===== src/rtl/onehot_scan_decoder_if.sv =====
// Bus between a select-line consumer and the one-hot scan decoder.
// The master drives control/address; the slave (decoder) returns the select lines and index.
interface onehot_scan_decoder_if #(
  parameter int N = 2
);
  logic                ena;
  logic                mode;
  logic                load;
  logic [N-1:0]        addr;
  logic [N-1:0]        last;
  logic [(1<<N)-1:0]   out;
  logic [N-1:0]        index;
  logic                wrap;

  modport master (
    output ena, mode, load, addr, last,
    input  out, index, wrap
  );

  modport slave (
    input  ena, mode, load, addr, last,
    output out, index, wrap
  );
endinterface


===== src/rtl/onehot_scan_decoder.sv =====
// N-to-2^N one-hot decoder with a registered index, direct load and a dwell-timed
// auto-advancing scan that pulses wrap whenever the index returns to 0.
module onehot_scan_decoder #(
  parameter int N     = 2,
  parameter int DWELL = 4
) (
  input  logic                  clk,
  input  logic                  rst,
  onehot_scan_decoder_if.slave  bus
);

  localparam int W  = 1 << N;
  localparam int CW = (DWELL > 1) ? $clog2(DWELL) : 1;
  localparam logic [CW-1:0] CNT_MAX = CW'(DWELL - 1);

  logic [N-1:0]  index_q, index_d;
  logic [CW-1:0] cnt_q, cnt_d;
  logic          wrap_q, wrap_d;
  logic          en_r;
  logic [N-1:0]  load_val;

  assign load_val = (bus.addr > bus.last) ? bus.last : bus.addr;

  always_comb begin
    // NOTE: every signal driven here gets a default first so no path leaves it unassigned (no latch).
    index_d = index_q;
    cnt_d   = cnt_q;
    wrap_d  = 1'b0;
    if (bus.load) begin
      index_d = load_val;
      cnt_d   = '0;
    end else if (!bus.mode) begin
      cnt_d = '0;
    end else if (bus.ena) begin
      if (cnt_q != CNT_MAX) begin
        cnt_d = cnt_q + 1'b1;
      end else begin
        cnt_d = '0;
        // >= rather than == so an index stranded above a lowered last still wraps
        if (index_q >= bus.last) begin
          index_d = '0;
          wrap_d  = 1'b1;
        end else begin
          index_d = index_q + 1'b1;
        end
      end
    end
  end

  // NOTE: sequential state uses non-blocking assignments so all registers update together on the edge.
  always_ff @(posedge clk or posedge rst) begin
    if (rst) begin
      index_q <= '0;
      cnt_q   <= '0;
      wrap_q  <= 1'b0;
      en_r    <= 1'b0;
    end else begin
      index_q <= index_d;
      cnt_q   <= cnt_d;
      wrap_q  <= wrap_d;
      en_r    <= bus.ena;
    end
  end

  assign bus.out   = en_r ? (W'(1) << index_q) : '0;
  assign bus.index = index_q;
  assign bus.wrap  = wrap_q;

endmodule


===== src/flat_wrapper.sv =====
// flat-port wrapper written by rule: the top's interface ports become plain ports
module onehot_scan_decoder_flat 
#(
  parameter int N     = 2,
  parameter int DWELL = 4
)
  (clk, rst, bus_ena, bus_mode, bus_load, bus_addr, bus_last, bus_out, bus_index, bus_wrap);
  onehot_scan_decoder_if #(.N(N)) bus_i ();
  input  logic clk;
  input  logic rst;
  input wire logic [$bits(bus_i.ena)-1:0] bus_ena;
  input wire logic [$bits(bus_i.mode)-1:0] bus_mode;
  input wire logic [$bits(bus_i.load)-1:0] bus_load;
  input wire logic [$bits(bus_i.addr)-1:0] bus_addr;
  input wire logic [$bits(bus_i.last)-1:0] bus_last;
  output wire logic [$bits(bus_i.out)-1:0] bus_out;
  output wire logic [$bits(bus_i.index)-1:0] bus_index;
  output wire logic [$bits(bus_i.wrap)-1:0] bus_wrap;
  assign bus_i.ena = bus_ena;
  assign bus_i.mode = bus_mode;
  assign bus_i.load = bus_load;
  assign bus_i.addr = bus_addr;
  assign bus_i.last = bus_last;
  assign bus_out = bus_i.out;
  assign bus_index = bus_i.index;
  assign bus_wrap = bus_i.wrap;
  onehot_scan_decoder #(.N(N), .DWELL(DWELL)) u_core (.clk(clk), .rst(rst), .bus(bus_i));
endmodule

===== config.mk =====
export PLATFORM = sky130hd
export DESIGN_NAME = onehot_scan_decoder_flat
export DESIGN_NICKNAME = d
export VERILOG_FILES = /design/src/rtl/onehot_scan_decoder_if.sv /design/src/rtl/onehot_scan_decoder.sv /design/src/flat_wrapper.sv
export SDC_FILE = /design/constraint.sdc
export NUM_CORES = 1
export LEC_CHECK = 0
export CAP_MARGIN = 20
export CORE_AREA = 2 2 39 41
export DETAILED_ROUTE_END_ITERATION = 16
export DIE_AREA = 0 0 41 43
export HOLD_SLACK_MARGIN = 0.12
export SLEW_MARGIN = 5
export SYNTH_ARGS = -nofsm -noshare
export SYNTH_HDL_FRONTEND = slang
export SYNTH_SLANG_ARGS = --single-unit
export TNS_END_PERCENT = 20

===== constraint.sdc =====
create_clock -name clk -period 1.6 [get_ports clk]
set_clock_uncertainty 0.1 [all_clocks]
set_input_delay 0.32 -clock clk [delete_from_list [all_inputs] [get_ports clk]]
set_output_delay 0.32 -clock clk [all_outputs]
set_load 0.005 [all_outputs]

==> results of run 1 <==
## cell type report
| type | count | area [µm²] |
|---|---|---|
| Fill cell | 118 | 546 |
| Multi-Input combinational cell | 37 | 377 |
| Timing Repair Buffer | 27 | 249 |
| Sequential cell | 6 | 151 |
| Clock buffer | 3 | 22.5 |
| Tap cell | 16 | 20.0 |
| Inverter | 5 | 18.8 |
## layer usage
| layer | wire [µm] | GRT usage (%) | part of all wire [%] |
|---|---|---|---|
| met4 | 0 | 2.00 | 0 |
| met1 | 382 | 12.9 | 37 |
| met5 | 0 | 0 | 0 |
| met3 | 57 | 6.28 | 5.5 |
| met2 | 594 | 26.3 | 57 |
## placed cells by master (no fill, tap or decap), types with 2 or more instances in the layout
cell type / synthesis / layout
nor2_1: 5 / 5
buf_4: 0 / 7
ha_4: 0 / 4
and2_4: 0 / 2
mux2i_1: 2 / 2
and2_1: 4 / 2
nand2_1: 3 / 3
buf_6: 0 / 7
dfrtp_1: 6 / 5
clkbuf_4: 0 / 3
inv_1: 5 / 2
ha_1: 10 / 5
inv_2: 0 / 3
clkdlybuf4s50_1: 0 / 6
dlygate4sd2_1: 0 / 4
## cells by family after synthesis
group / count (synthesis)
flip-flops: 6
AND/OR/NAND/NOR: 16
buffers and inverters: 5
adder cells (fa/ha/maj): 10
multiplexers: 2
AO/OA/AOI/OAI: 9
## report_power, final
| group | internal, mW | switching, mW | total [mW] |
|---|---|---|---|
| registers | 0.162 | 0.00975 | 0.172 |
| clock network | 0.0846 | 0.0518 | 0.136 |
| logic | 0.130 | 0.0877 | 0.217 |
## timing repair
item	CTS	global route
pin swaps	8	1
gates resized for setup	35	8
setup buffers	6	0
hold buffers	0	0
endpoints found under the setup margin	9	7
## worst paths after layout
kind	start	to	slack (ns)	cells after the start
worst min register to register	u_core.cnt_q[1]	u_core.cnt_q[1]	0.42	2
max in group asynchronous	rst	u_core.bus.index[0]	0.99	2
min in group clk	u_core.cnt_q[1]	u_core.cnt_q[1]	0.42	2
worst max register to register	u_core.bus.index[0]	u_core.bus.index[0]	0.01	8
worst min-delay path	rst	u_core.en_r	0.19	2
worst max-delay path	u_core.bus.index[0]	bus_out[1]	-0.02	4
## flip-flops by register name, indices dropped and copies added, names as in the netlist
signal	flops
u_core.bus.index	2
u_core.cnt_q	2
u_core.bus.wrap	1
u_core.en_r	1
==> metrics.yaml, run 1 <==
grt:
  grt_usage_pct: 14.0
  grt_first_pass_wirelength_um: 1640
  grt_pass1_vias: 432
  antenna_found_initial: 0
  overflow: 0
  grt_max_degree: 7
clock_tree:
  cts.sinks: 6
  numCtsBuffers: 3
  htreeDepth: 1
  insertion_delay_ns: 0.24
  cts_tree: "done"
  cts.reportedPaths.clkPinSlew_ns: 0.04
  clk_path_buf_depth: 2
  cts-root-buf: "clkbuf_4"
setup_path:
  crit_path_cell_trace: "buf_4, ha_2, and2_1, buf_2"
  criticalPathCategory: "flip-flop to primary output"
  cp-start-kind: "flip-flop"
  cp.arrival_ns: 1.20
  max_stage_delay_ns: 0.43
  cp_max_fo: 4
  required_ns: 1.18
  crit_path_end_kind: "primary output"
  critPathBufInv: 2
  critPathSlowestCell: "dfrtp_2"
  critPathTopFamily: "flip-flops"
route:
  drtIter0Drc: 13
  num_vias: 449
  avgViaCountPerCell: 4.78
  wl_um: 1030
  dr.pass1.iters: 6
  ant_nets: 0
  drcViolationCount: 0
  drt-wirelength-per-cell_um: 11.0
die:
  die_x_um: 41
  die_h_um: 43
  rows: 14
  io_pins: 16
  die_area_um2: 1760
  core_area_um2: 1380
  initial_core_util_pct: 34.1
yosys:
  synthTopCellsByCount: "ha_1 (10), dfrtp_1 (6), inv_1 (5), nor2_1 (5), and2_1 (4)"
  synth_top_area_share_pct: 31.8
  synth_fa_ha_area_share_pct: 26.5
  syn-instance-count: 48
  yosys.area_share.simple_pct: 19.1
  synth-compound-area-share_pct: 14.3
  synthMuxAreaShare_pct: 4.24
  synth.most_common_cell: "ha_1"
  syn-num-nets: 67
  syn_area_um2: 472
  seq_area_frac_synth_pct: 31.8
  ys_ff_latch: 6
  synth_flop_cell: "dfrtp_1"
  yosys.area.top_type: "dfrtp_1"
  synth_top_family_by_area: "adder cells"
  synthXorXnorAreaFrac_pct: 0
  async_flop_share_pct: 100
  synth_edf_count: 0
  synthTopCellsByArea: "dfrtp_1 (32%), ha_1 (27%), and2_1 (5.3%), mux2i_1 (4.2%), inv_1 (4.0%)"
  avgSynthCellArea_um2: 9.83
  yosysUniqueCellTypes: 19
  ys_warn_count: 0
cells_and_area:
  final_cell_area_um2: 838
  nNetsFinal: 99
  layout.cells.non_filler: 94
  utilization_pct: 60.6
  diodes: 0
  drive_gt1_share_pct: 46.2
  area_delta_synth_final_pct: 77.7
sta:
  drv_slew: 0
  rsz0062_at_grt: "true"
  setup_viol: 2
  fin_setup_tns_ns: -0.0256
  hold_viol_final: 0
  fmax_mhz: 617
  finalCriticalPeriod_ns: 1.62
  worst_slack_ns: -0.0210
  slew_headroom_pct: 75.8
  post-route-period-util_pct: 101
  tightest_slew_ns: 0.361
  whs_ns: 0.194
place:
  gp_congestion: 0.738
  hpwl_um: 775
  portBuffers: 15
  place_inst: 86
  dpl_cell_area_um2: 694
  pre_cts_slack_ns: -0.387
power_and_ir_drop:
  power.total_uw: 525
  peakVddDrop_v: 0.000285
  p_leak_nw: 0.409
  power_density_nw_per_um2: 627
min_path:
  hold_class: "primary input to asynchronous set/reset pin"
run:
  drv_cap: 0
outcome:
  violations: "negative setup slack"
  run_status: "finished with violations"
(Power assumes the default switching activity.)
==> run 2: changes to the inputs <==
Settings changed: CTS_CLUSTER_SIZE from default to 30.
==> results of run 2 <==
Final layout, timing and power as in run 1 (identical DEF).
